`src/rtl/av_config_sequencer.sv`:
```
// Walks a table of 16-bit configuration words and writes each one to an I2C
// codec as {DEV_ADDR,W}, byte 1, byte 2, retrying a NACKed word up to MAX_RETRY times.
module av_config_sequencer #(
  parameter int unsigned CLK_DIV   = 250,
  parameter int unsigned NUM_WORDS = 11,
  parameter logic [6:0]  DEV_ADDR  = 7'h1A,
  parameter int unsigned MAX_RETRY = 3
) (
  input  logic        clk,
  input  logic        reset,
  input  logic        start,
  output logic [5:0]  rom_addr,
  input  logic [15:0] rom_data,
  output logic        i2c_sclk,
  output logic        i2c_sdat_oe,
  input  logic        i2c_sdat_in,
  output logic        busy,
  output logic        done,
  output logic        ack_error
);

  typedef enum logic [2:0] {IDLE, START, BIT, ACK, STOP, NEXT, DONE} state_t;

  localparam logic [7:0] ADDR_BYTE   = {DEV_ADDR, 1'b0};
  localparam logic [9:0] TICK_LAST   = 10'(CLK_DIV - 1);
  localparam logic [5:0] LAST_ADDR   = 6'(NUM_WORDS - 1);
  localparam logic [7:0] RETRY_LIMIT = 8'(MAX_RETRY);

  state_t     state;
  logic [9:0] tick_cnt;
  logic       counting;
  logic       tick;
  logic [1:0] phase;
  logic [2:0] bit_cnt;
  logic [1:0] byte_idx;
  logic [7:0] shreg;
  logic [7:0] retry_cnt;
  logic       nacked;
  logic [7:0] next_byte;

  // NEXT and DONE keep the divider parked so every START phase is a full tick long.
  assign counting  = busy && (state inside {START, BIT, ACK, STOP});
  assign tick      = counting && (tick_cnt == TICK_LAST);
  assign next_byte = (byte_idx == 2'd0) ? rom_data[15:8] : rom_data[7:0];

  // Bus levels are registered on the tick that enters each phase, so the pins
  // show the new phase exactly when the FSM does.
  always_ff @(posedge clk) begin
    if (reset) begin
      state       <= IDLE;
      tick_cnt    <= '0;
      phase       <= '0;
      bit_cnt     <= '0;
      byte_idx    <= '0;
      shreg       <= '0;
      retry_cnt   <= '0;
      nacked      <= 1'b0;
      rom_addr    <= '0;
      i2c_sclk    <= 1'b1;
      i2c_sdat_oe <= 1'b0;
      busy        <= 1'b0;
      done        <= 1'b0;
      ack_error   <= 1'b0;
    end else begin
      tick_cnt <= (!counting || tick) ? '0 : tick_cnt + 10'd1;
      done     <= 1'b0;
      case (state)
        IDLE: begin
          i2c_sclk    <= 1'b1;
          i2c_sdat_oe <= 1'b0;
          if (start) begin
            state     <= START;
            busy      <= 1'b1;
            rom_addr  <= '0;
            byte_idx  <= '0;
            retry_cnt <= '0;
            ack_error <= 1'b0;
            phase     <= '0;
          end
        end
        START: if (tick) begin
          phase <= phase + 2'd1;
          case (phase)
            2'd0: begin i2c_sclk <= 1'b1; i2c_sdat_oe <= 1'b0; end
            2'd1: begin i2c_sclk <= 1'b1; i2c_sdat_oe <= 1'b1; end
            2'd2: begin i2c_sclk <= 1'b0; i2c_sdat_oe <= 1'b1; end
            2'd3: begin
              state       <= BIT;
              bit_cnt     <= '0;
              byte_idx    <= '0;
              shreg       <= ADDR_BYTE;
              i2c_sclk    <= 1'b0;
              i2c_sdat_oe <= ~ADDR_BYTE[7];
            end
          endcase
        end
        BIT: if (tick) begin
          phase <= phase + 2'd1;
          case (phase)
            2'd0, 2'd1: i2c_sclk <= 1'b1;
            2'd2:       i2c_sclk <= 1'b0;
            2'd3: begin
              if (bit_cnt == 3'd7) begin
                state       <= ACK;
                i2c_sdat_oe <= 1'b0;
              end else begin
                bit_cnt     <= bit_cnt + 3'd1;
                shreg       <= {shreg[6:0], 1'b0};
                i2c_sdat_oe <= ~shreg[6];
              end
            end
          endcase
        end
        ACK: if (tick) begin
          phase <= phase + 2'd1;
          case (phase)
            2'd0, 2'd1: i2c_sclk <= 1'b1;
            2'd2: begin
              i2c_sclk <= 1'b0;
              nacked   <= i2c_sdat_in;
            end
            2'd3: begin
              if (nacked) begin
                state       <= STOP;
                retry_cnt   <= retry_cnt + 8'd1;
                i2c_sdat_oe <= 1'b1;
              end else if (byte_idx != 2'd2) begin
                state       <= BIT;
                byte_idx    <= byte_idx + 2'd1;
                bit_cnt     <= '0;
                shreg       <= next_byte;
                i2c_sdat_oe <= ~next_byte[7];
              end else begin
                state       <= STOP;
                i2c_sdat_oe <= 1'b1;
              end
            end
          endcase
        end
        STOP: if (tick) begin
          phase <= phase + 2'd1;
          case (phase)
            2'd0: i2c_sclk    <= 1'b1;
            2'd1: i2c_sdat_oe <= 1'b0;
            2'd2: ;
            2'd3: state       <= NEXT;
          endcase
        end
        NEXT: begin
          phase    <= '0;
          byte_idx <= '0;
          if (nacked) begin
            if (retry_cnt <= RETRY_LIMIT) begin
              state <= START;
            end else begin
              ack_error <= 1'b1;
              done      <= 1'b1;
              state     <= DONE;
            end
          end else if (rom_addr == LAST_ADDR) begin
            done  <= 1'b1;
            state <= DONE;
          end else begin
            rom_addr  <= rom_addr + 6'd1;
            retry_cnt <= '0;
            state     <= START;
          end
        end
        DONE: begin
          busy  <= 1'b0;
          state <= IDLE;
        end
        default: state <= IDLE;
      endcase
    end
  end

endmodule

```
`config.mk`:
```
export PLATFORM = sky130hd
export DESIGN_NAME = av_config_sequencer
export DESIGN_NICKNAME = d
export VERILOG_FILES = /design/src/rtl/av_config_sequencer.sv
export SDC_FILE = /design/constraint.sdc
export NUM_CORES = 1
export LEC_CHECK = 0
export ABC_AREA = 1
export CORE_AREA = 2 2 86 88
export CTS_CLUSTER_DIAMETER = 40
export DETAILED_ROUTE_END_ITERATION = 10
export DIE_AREA = 0 0 88 90
export SYNTH_ARGS = -nofsm -noshare
export SYNTH_HDL_FRONTEND = slang
export SYNTH_SLANG_ARGS = --single-unit
```
`constraint.sdc`:
```
create_clock -name clk -period 1.6 [get_ports clk]
set_input_delay 0.4 -clock clk [delete_from_list [all_inputs] [get_ports clk]]
set_output_delay 0.4 -clock clk [all_outputs]
set_load 0.005 [all_outputs]
```
==> results of run 1 <==
-- worst max-delay path, delay by kind of cell, from the launching register on --
| kind | cells | cell delay, ns |
|---|---|---|
| adder cells (fa/ha/maj) | 1 | 0.13 |
| flip-flops | 1 | 0.33 |
| buffers and inverters | 3 | 0.24 |
| AND/OR/NAND/NOR | 9 | 0.88 |
-- metal layers --
metal / vias up / wire, µm / global-route usage (%)
met1: 1377 / 3500 / 26.1
met2: 64 / 3580 / 32.3
met5: - / 0 / 0
met3: 12 / 327 / 3.31
li1: 1564 / - / -
met4: 0 / 159 / 7.18
-- cell families after synthesis --
| group | after synthesis |
|---|---|
| compound gates | 58 |
| xor+xnor | 9 |
| fa+ha+maj | 13 |
| buf+inv | 52 |
| flops | 47 |
| simple gates | 242 |
-- worst paths after layout --
check,end,slack [ns],cells past startpoint
hold reg to reg,shreg[5]$_SDFFE_PP0P_,0.47,2
setup / recovery,shreg[1]$_SDFFE_PP0P_,-0.04,13
setup reg to reg,shreg[1]$_SDFFE_PP0P_,-0.04,13
hold / removal,shreg[5]$_SDFFE_PP0P_,0.47,2
-- registers in the layout (all words and copies together) (netlist names) --
signal,flops
rom_addr,6
ack_error,1
phase,2
busy,1
i2c_sclk,1
i2c_sdat_oe,1
tick_cnt,10
done,1
state,3
retry_cnt,8
byte_idx,2
bit_cnt,3
shreg,7
nacked,1
-- layout make-up --
type / instances / area share, %
inverters: 46 / 4.36
multi-input cells: 323 / 46.1
well taps: 99 / 2.92
clock inverters: 1 / 0.177
clock buffers: 7 / 2.27
repair buffers: 104 / 21.3
flip-flops and latches: 47 / 22.9
-- per-stage QoR --
stage	setup WS, ns	area [µm²]
5_1_grt	-0.212	4250
4_1_cts	-0.0486	3980
3_5_place_dp	-0.250	3650
6_report	-0.0429	4250
3_3_place_gp	-0.184	3650
2_1_floorplan	0.0250	2740
-- power by group through the flow --
stage | combinational, µW | clock, µW | sequential (µW)
4_1_cts | 2710 | 828 | 1440
3_3_place_gp | 2350 | 0 | 1440
2_1_floorplan | 1400 | 0 | 1420
6_report | 3110 | 809 | 1450
5_1_grt | 3450 | 879 | 1470
3_5_place_dp | 2380 | 0 | 1440
-- cell usage after synthesis (all sizes together) --
master,count
clkinv,1
nor2,97
clkbuf,3
a21boi,1
o221ai,1
a41oi,1
nor3,5
xor2,9
and3,1
o211ai,1
nor3b,2
ha,13
buf,3
nand2,98
a21oi,31
nand4,4
dfxtp,47
inv,45
o21a,2
nand3,29
nand3b,4
or2,2
o31ai,4
o21ai,14
a211oi,3
-- what timing repair did --
item	CTS	global route
setup endpoints to repair	38	38
pin swaps	15	24
setup buffers	6	3
resized for setup	67	71
cloned	1	0
==> flow_metrics.env, run 1 <==
export IMPL_status="finished with violations"
export IMPL_violations="negative setup slack"
export IMPL_ys_top_cells_by_area="dfxtp_1 34%, nor2_1 13%, nand2_1 12%, ha_1 5.9%, a21oi_1 5.7%"
export IMPL_yosysWarnings=0
export IMPL_route_detailed_drc=0
export IMPL_r2r_start="tick_cnt[1]$_SDFF_PP0_"
export IMPL_startpoint_type="flip-flop"
export IMPL_p_leak_uw=0.00182
export IMPL_vias=3017
export IMPL_seq_area_um2=971
export IMPL_place_port_buffers=30
export IMPL_pwr_share_clk_pct=15.1
export IMPL_switching_share_pct=41.5
export IMPL_startpoint="tick_cnt[1]$_SDFF_PP0_"
export IMPL_final_common_cell="nand2_1"
export IMPL_cts_htree_levels=2
export IMPL_worstSetupPathType="reg -> reg"
export IMPL_ant_nets=0
export IMPL_synth_top_family_by_area="simple AND/OR/NAND/NOR gates"
export IMPL_hold_buffers=0
export IMPL_ios=31
export IMPL_cp_data_arrival_time_ns=1.88
export IMPL_slew_viol_final=0
export IMPL_overflow=0
export IMPL_power_frac_seq_pct=27.0
export IMPL_clock_skew_final_ns=0.0113
export IMPL_placed_cells=610
export IMPL_grt_antenna_before_repair=0
export IMPL_synth_xor_area_share_pct=2.88
export IMPL_critPathMaxStageDelay_ns=0.33
export IMPL_multiInputGateArea_mm2=0.00196
export IMPL_grt_pass1_vias=2897
export IMPL_path_common_cell="nand2_4"
export IMPL_cap_violations=0
export IMPL_yosys_area_top_type="dfxtp_1"
export IMPL_muxShareOfSynthArea_pct=0
export IMPL_power_density_mw_per_mm2=1260
export IMPL_root_buffer="clkbuf_8"
export IMPL_grt_max_degree=24
export IMPL_grt_pass1_wl_um=12900
export IMPL_dp_hpwl_um=5440
export IMPL_layout_setup_ws_ns=-0.0429
export IMPL_hp_start="shreg[5]$_SDFFE_PP0P_"
export IMPL_cts_buffers=5
export IMPL_wl_per_cell_um=12.1
export IMPL_hold_class="reg -> reg"
export IMPL_path_clk_slew_ns=0.09
export IMPL_power_total_uw=5370
export IMPL_die_area_mm2=0.00792
export IMPL_numClockSinks=47
export IMPL_cts_path_max_buffers=2
export IMPL_ys_seq_area_share_pct=34.4
export IMPL_fin_crit_sh_pct=103
export IMPL_setup_violations=14
export IMPL_path_cells="inv_2 > ha_4 > inv_4 > nor2_4 > nand3_2 > nor2_4 > nand2_4 > nand2_4 > nand2_4 > nor3_4 > buf_6 > nor2_1 > nor2_1"
export IMPL_first_pass_iters=4
export IMPL_synth_nets=454
export IMPL_worstPathMaxFanout=5
export IMPL_synthToLayoutAreaGrowth_pct=55.2
export IMPL_layout_drive_gt1_share_pct=35.4
export IMPL_via_per_inst=4.81
export IMPL_p_int_uw=3140
export IMPL_yosysTopAreaCellShare_pct=34.4
export IMPL_critPathCaptureType="flip-flop"
export IMPL_start_util_pct=39.0
export IMPL_final_cell_count_no_fill=627
export IMPL_whs_ns=0.473
export IMPL_cp_required_ns=1.84
export IMPL_cpMaxStageDelayCell="dfxtp_2"
export IMPL_syn_inst=421
export IMPL_synth_seq_cells=47
export IMPL_timing_hold_violations_final=0
export IMPL_ir_drop_v=0.000503
export IMPL_syn_avg_cell_area_um2=6.50
export IMPL_fin_nets=560
export IMPL_power_net_switching_uw=2230
export IMPL_relSlewSlack_pct=72.6
export IMPL_tightest_slew_ns=0.406
export IMPL_rows=31
export IMPL_max_freq_ghz=0.609
export IMPL_coreArea_mm2=0.00702
export IMPL_rsz0062_at_grt="yes"
export IMPL_cts_tree="done"
export IMPL_synthAdderAreaFrac_pct=5.95
export IMPL_utilization_pct=60.5
export IMPL_tns_ns=-0.245
export IMPL_die_y_um=90
export IMPL_drt_initial_drc_count=85
export IMPL_gr_usage_all_layers_pct=19.8
export IMPL_clock_latency_ns=0.31
export IMPL_gp_congestion=0.856
export IMPL_comb_power_share_pct=57.9
export IMPL_nFillCells=645
export IMPL_synth_cell_types=30
export IMPL_dieWidth_um=88
export IMPL_antenna_cells=0
export IMPL_yosys_area_share_simple_pct=37.5
export IMPL_wl_um=7570
export IMPL_final_cell_mix="78 x nand2_1, 74 x nor2_1, 66 x buf_4, 32 x inv_1, 31 x dfxtp_1"
export IMPL_fin_crit_ns=1.64
export IMPL_synth_compound_area_share_pct=12.0
export IMPL_synth_area_mm2=0.00274
No activity file was read; power rests on OpenSTA's default activity.
==> run 2: changes to the inputs <==
RECOVER_POWER = 100   (was default)
==> flow_metrics.env, run 2 (synthesized netlist as in run 1, its figures left out) <==
export IMPL_numClockSinks=47
export IMPL_p_leak_uw=0.00180
export IMPL_gr_usage_all_layers_pct=19.8
export IMPL_wl_um=7580
export IMPL_whs_ns=0.473
export IMPL_violations="negative setup slack"
export IMPL_fin_nets=560
export IMPL_cts_buffers=5
export IMPL_cts_tree="done"
export IMPL_relSlewSlack_pct=72.3
export IMPL_die_y_um=90
export IMPL_comb_power_share_pct=57.8
export IMPL_dp_hpwl_um=5440
export IMPL_final_cell_count_no_fill=627
export IMPL_ant_nets=0
export IMPL_drt_initial_drc_count=82
export IMPL_layout_drive_gt1_share_pct=33.3
export IMPL_p_int_uw=3110
export IMPL_placed_cells=610
export IMPL_r2r_cells=11
export IMPL_grt_antenna_before_repair=0
export IMPL_power_density_mw_per_mm2=1270
export IMPL_power_frac_seq_pct=27.1
export IMPL_largest_register_ff_count=10
export IMPL_route_detailed_drc=0
export IMPL_cp_required_ns=1.80
export IMPL_ir_drop_v=0.000501
export IMPL_clock_skew_final_ns=0.0113
export IMPL_grt_pass1_vias=2897
export IMPL_grt_pass1_wl_um=12900
export IMPL_cts_path_max_buffers=2
export IMPL_clock_latency_ns=0.31
export IMPL_gp_congestion=0.856
export IMPL_layout_setup_ws_ns=-0.0655
export IMPL_timing_hold_violations_final=0
export IMPL_max_freq_ghz=0.600
export IMPL_grt_max_degree=24
export IMPL_cap_violations=0
export IMPL_antenna_cells=0
export IMPL_top_register="tick_cnt"
export IMPL_place_port_buffers=30
export IMPL_status="finished with violations"
export IMPL_synthToLayoutAreaGrowth_pct=53.8
export IMPL_cp_data_arrival_time_ns=1.86
export IMPL_setup_violations=15
export IMPL_vias=3016
export IMPL_cpMaxStageDelayCell="dfxtp_1"
export IMPL_hold_buffers=0
export IMPL_path_common_cell="nand2_2"
export IMPL_root_buffer="clkbuf_8"
export IMPL_hold_class="reg -> reg"
export IMPL_wl_per_cell_um=12.1
export IMPL_path_cells="inv_2 > nand2_2 > nand2_2 > nand2_1 > nor2_2 > buf_6 > nand2_2 > nand2_2 > nand3_4 > o21ai_2 > nor2_1"
export IMPL_critPathCaptureType="flip-flop"
export IMPL_dieWidth_um=88
export IMPL_coreArea_mm2=0.00702
export IMPL_die_area_mm2=0.00792
export IMPL_start_util_pct=39.0
export IMPL_first_pass_iters=4
export IMPL_via_per_inst=4.81
export IMPL_cts_htree_levels=2
export IMPL_rsz0062_at_grt="yes"
export IMPL_final_cell_mix="78 x nand2_1, 74 x nor2_1, 62 x buf_4, 38 x dfxtp_1, 32 x inv_1"
export IMPL_critPathMaxStageDelay_ns=0.38
export IMPL_reg_top3="tick_cnt: 10 flops, retry_cnt: 8 flops, shreg: 7 flops"
export IMPL_fin_crit_sh_pct=104
export IMPL_worstPathMaxFanout=5
export IMPL_switching_share_pct=41.6
export IMPL_worstSetupPathType="reg -> reg"
export IMPL_tightest_slew_ns=0.411
export IMPL_fin_crit_ns=1.67
export IMPL_startpoint_type="flip-flop"
export IMPL_rows=31
export IMPL_pwr_share_clk_pct=15.2
export IMPL_whs_path_depth=2
export IMPL_ios=31
export IMPL_slew_viol_final=0
export IMPL_power_net_switching_uw=2220
export IMPL_final_common_cell="nand2_1"
export IMPL_path_clk_slew_ns=0.09
export IMPL_overflow=0
## run 2: cell count changes in the layout (fill, tap and decap cells not counted), sizes merged
cell / change
buf: -4
clkbuf: +4
## run 2: worst max-delay path, delay by kind of cell (launching register included)
family                 cells  cell delay, ns
AND/OR/NAND/NOR            8            0.79
flip-flops                 1            0.38
buffers and inverters      2            0.26
AO/OA/AOI/OAI              1            0.14
## run 2: repair_timing
item | in CTS | in global routing
cloned | 1 | 0
setup buffers | 6 | 3
setup endpoints to repair | 38 | 38
gates resized for setup | 67 | 71
pin swaps | 15 | 24
## run 2: layer usage
| layer | up-vias | global-route usage, % | share of wire [%] |
|---|---|---|---|
| met4 | 0 | 7.18 | 2.1 |
| met3 | 12 | 3.31 | 4.0 |
| met1 | 1373 | 26.1 | 47 |
| met2 | 63 | 32.3 | 47 |
| met5 | - | 0 | 0 |
| li1 | 1568 | - | - |
## run 2: final timing paths
check / startpoint / to / slack (ns)
max: state[2]$_SDFFE_PP0P_ / byte_idx[1]$_SDFFE_PP0P_ / -0.07
min: shreg[5]$_SDFFE_PP0P_ / shreg[5]$_SDFFE_PP0P_ / 0.47
max reg2reg: state[2]$_SDFFE_PP0P_ / byte_idx[1]$_SDFFE_PP0P_ / -0.07
min reg2reg: shreg[5]$_SDFFE_PP0P_ / shreg[5]$_SDFFE_PP0P_ / 0.47
## run 2: power groups by stage
stage / sequential [µW] / clock, µW / combinational (µW)
6_report: 1440 / 810 / 3080
5_1_grt: 1460 / 880 / 3420
4_1_cts: 1440 / 828 / 2710
3_5_place_dp: 1440 / 0 / 2380
3_3_place_gp: 1440 / 0 / 2350
2_1_floorplan: 1420 / 0 / 1400
## run 2: through the flow
stage | TNS (ns) | worst slack (ns) | power, µW | cell area [µm²] | util (%)
global route | -3.89 | -0.212 | 5760 | 4210 | 59.9
CTS | -0.249 | -0.0486 | 4980 | 3980 | 56.7
floorplan | 0 | 0.0250 | 2820 | 2740 | -
detailed placement | -4.65 | -0.250 | 3820 | 3650 | 51.9
finish | -0.332 | -0.0655 | 5340 | 4210 | 59.9
global placement | -3.50 | -0.184 | 3790 | 3650 | 51.9
## run 2: layout make-up
cell class                      count  area (µm²)
Sequential cell                    47         960
Clock buffer                        7        96.3
Inverter                           46         185
Multi-Input combinational cell    323        1940
Timing Repair Buffer              104         893
Clock inverter                      1        7.51
Tap cell                           99         124
Fill cell                         657        2820
==> run 3: changes to the inputs <==
MAX_ROUTING_LAYER = met4   (was default)
PLACE_DENSITY_LB_ADDON = 0.05   (was default)
==> flow_metrics.env, run 3 (synthesized netlist as in run 1, its figures left out) <==
export IMPL_status="finished with violations"
export IMPL_violations="negative setup slack"
export IMPL_clock_latency_ns=0.30
export IMPL_grt_pass1_vias=2818
export IMPL_power_frac_seq_pct=27.0
export IMPL_dr_wl_met2_um=3830
export IMPL_worstPathMaxFanout=5
export IMPL_r2r_start="tick_cnt[1]$_SDFF_PP0_"
export IMPL_pwr_share_clk_pct=16.4
export IMPL_ant_nets=0
export IMPL_ios=31
export IMPL_gp_congestion=0.900
export IMPL_dp_slack_ns=-0.298
export IMPL_top_register="tick_cnt"
export IMPL_multiInputGateArea_mm2=0.00195
export IMPL_coreArea_mm2=0.00702
export IMPL_antenna_cells=0
export IMPL_wl_um=7760
export IMPL_fin_crit_sh_pct=102
export IMPL_ir_drop_v=0.000482
export IMPL_die_y_um=90
export IMPL_slew_viol_final=0
export IMPL_fin_nets=561
export IMPL_relSlewSlack_pct=80.9
export IMPL_highest_layer="met4"
export IMPL_final_area_mm2=0.00418
export IMPL_cap_violations=0
export IMPL_place_port_buffers=30
export IMPL_cts_buffers=5
export IMPL_timing_hold_violations_final=0
export IMPL_p_leak_uw=0.00179
export IMPL_wl_per_cell_um=12.4
export IMPL_root_buffer="clkbuf_8"
export IMPL_final_cell_mix="69 x nand2_1, 68 x nor2_1, 65 x buf_4, 38 x dfxtp_1, 30 x inv_1"
export IMPL_grt_pass1_wl_um=12700
export IMPL_clock_skew_final_ns=0.00753
export IMPL_wl_met1_um=3570
export IMPL_rsz0062_at_grt="yes"
export IMPL_wl_met3_um=247
export IMPL_cp_required_ns=1.84
export IMPL_p_int_uw=3110
export IMPL_switching_share_pct=41.8
export IMPL_tightest_slew_ns=0.286
export IMPL_fin_crit_ns=1.63
export IMPL_via_per_inst=4.75
export IMPL_reg2reg_to="bit_cnt[0]$_SDFFE_PP0P_"
export IMPL_start_util_pct=39.0
export IMPL_startpoint_type="flip-flop"
export IMPL_cts_tree="done"
export IMPL_cts_htree_levels=2
export IMPL_r2r_setup_slack_ns=-0.03
export IMPL_numClockSinks=47
export IMPL_power_density_mw_per_mm2=1280
export IMPL_route_detailed_drc=0
export IMPL_placed_area_mm2=0.00364
export IMPL_drt_initial_drc_count=106
export IMPL_path_clk_slew_ns=0.09
export IMPL_grt_antenna_before_repair=0
export IMPL_grt_max_degree=17
export IMPL_endpoint="bit_cnt[0]$_SDFFE_PP0P_"
export IMPL_dp_hpwl_um=5640
export IMPL_worstSetupPathType="reg -> reg"
export IMPL_cp_data_arrival_time_ns=1.88
export IMPL_dieWidth_um=88
export IMPL_die_area_mm2=0.00792
export IMPL_startpoint="tick_cnt[1]$_SDFF_PP0_"
export IMPL_power_net_switching_uw=2230
export IMPL_cts_path_max_buffers=2
export IMPL_layout_setup_ws_ns=-0.0345
export IMPL_hold_class="reg -> reg"
export IMPL_reg_top3="tick_cnt: 10 flops, retry_cnt: 8 flops, shreg: 7 flops"
export IMPL_layout_drive_gt1_share_pct=36.9
export IMPL_overflow=0
export IMPL_seq_area_um2=955
export IMPL_gr_usage_all_layers_pct=20.3
export IMPL_final_common_cell="nand2_1"
export IMPL_largest_register_ff_count=10
export IMPL_critPathCaptureType="flip-flop"
export IMPL_max_freq_ghz=0.612
export IMPL_nFillCells=673
export IMPL_vias=2980
export IMPL_comb_power_share_pct=56.7
export IMPL_first_pass_iters=4
export IMPL_setup_violations=9
export IMPL_synthToLayoutAreaGrowth_pct=53.0
export IMPL_r2r_cells=13
export IMPL_rows=31
run 3: layout make-up:
cell class | count | area share, %
Multi-Input combinational cell | 323 | 46.6
Sequential cell | 47 | 22.8
Timing Repair Buffer | 105 | 20.9
Inverter | 46 | 4.31
Tap cell | 99 | 2.96
Clock buffer | 6 | 1.73
Clock inverter | 1 | 0.718
run 3: power groups by stage:
stage | clock network (µW) | registers [µW] | logic (µW)
after global routing | 943 | 1460 | 3340
after global placement | 0 | 1440 | 2350
after floorplan | 0 | 1420 | 1400
after detailed placement | 0 | 1440 | 2360
after CTS | 897 | 1430 | 2710
final | 873 | 1440 | 3020
run 3: stage by stage:
| step | setup TNS, ns | std cells | utilization, % | total power (µW) | hold slack (ns) |
|---|---|---|---|---|---|
| after floorplan | 0 | 421 | - | 2820 | 0.433 |
| after detailed placement | -5.36 | 611 | 51.9 | 3810 | 0.463 |
| final | -0.144 | 627 | 59.6 | 5340 | 0.479 |
| after global routing | -3.06 | 627 | 59.6 | 5740 | 0.515 |
| after global placement | -3.80 | 611 | 51.9 | 3790 | 0.449 |
| after CTS | -0.420 | 625 | 56.1 | 5040 | 0.486 |
run 3: worst min path at each step:
stage,from,depth (start not counted),to
after global routing,shreg[0]$_SDFFE_PP0P_,2,shreg[0]$_SDFFE_PP0P_
after floorplan,tick_cnt[0]$_SDFF_PP0_,1,tick_cnt[0]$_SDFF_PP0_
final,bit_cnt[1]$_SDFFE_PP0P_,2,bit_cnt[1]$_SDFFE_PP0P_
after CTS,bit_cnt[1]$_SDFFE_PP0P_,2,bit_cnt[1]$_SDFFE_PP0P_
after detailed placement,shreg[1]$_SDFFE_PP0P_,2,shreg[1]$_SDFFE_PP0P_
after global placement,shreg[5]$_SDFFE_PP0P_,2,shreg[5]$_SDFFE_PP0P_
run 3: what timing repair did:
action | 4_1_cts | 5_1_grt
pin swaps | 11 | 31
resized for setup | 60 | 81
setup endpoints to repair | 38 | 38
setup buffers | 6 | 2
cloned | 1 | 0
hold buffers | 0 | 0
run 3: per-layer routing:
layer / up-vias / track usage, %
met5: - / -
li1: 1568 / -
met4: 0 / 5.13
met1: 1352 / 24.6
met3: 11 / 3.31
met2: 49 / 34.7
run 3: worst max-delay path: stages, from the launching register on:
cell	delay [ns]
dfxtp_2	0.33
inv_2	0.06
ha_4	0.13
inv_4	0.03
nor2_4	0.09
nand3_2	0.07
nor2_2	0.10
nand2_2	0.11
nand2_2	0.10
nand2_4	0.07
nor3_4	0.20
buf_6	0.15
nor2_2	0.03
nor2_1	0.11
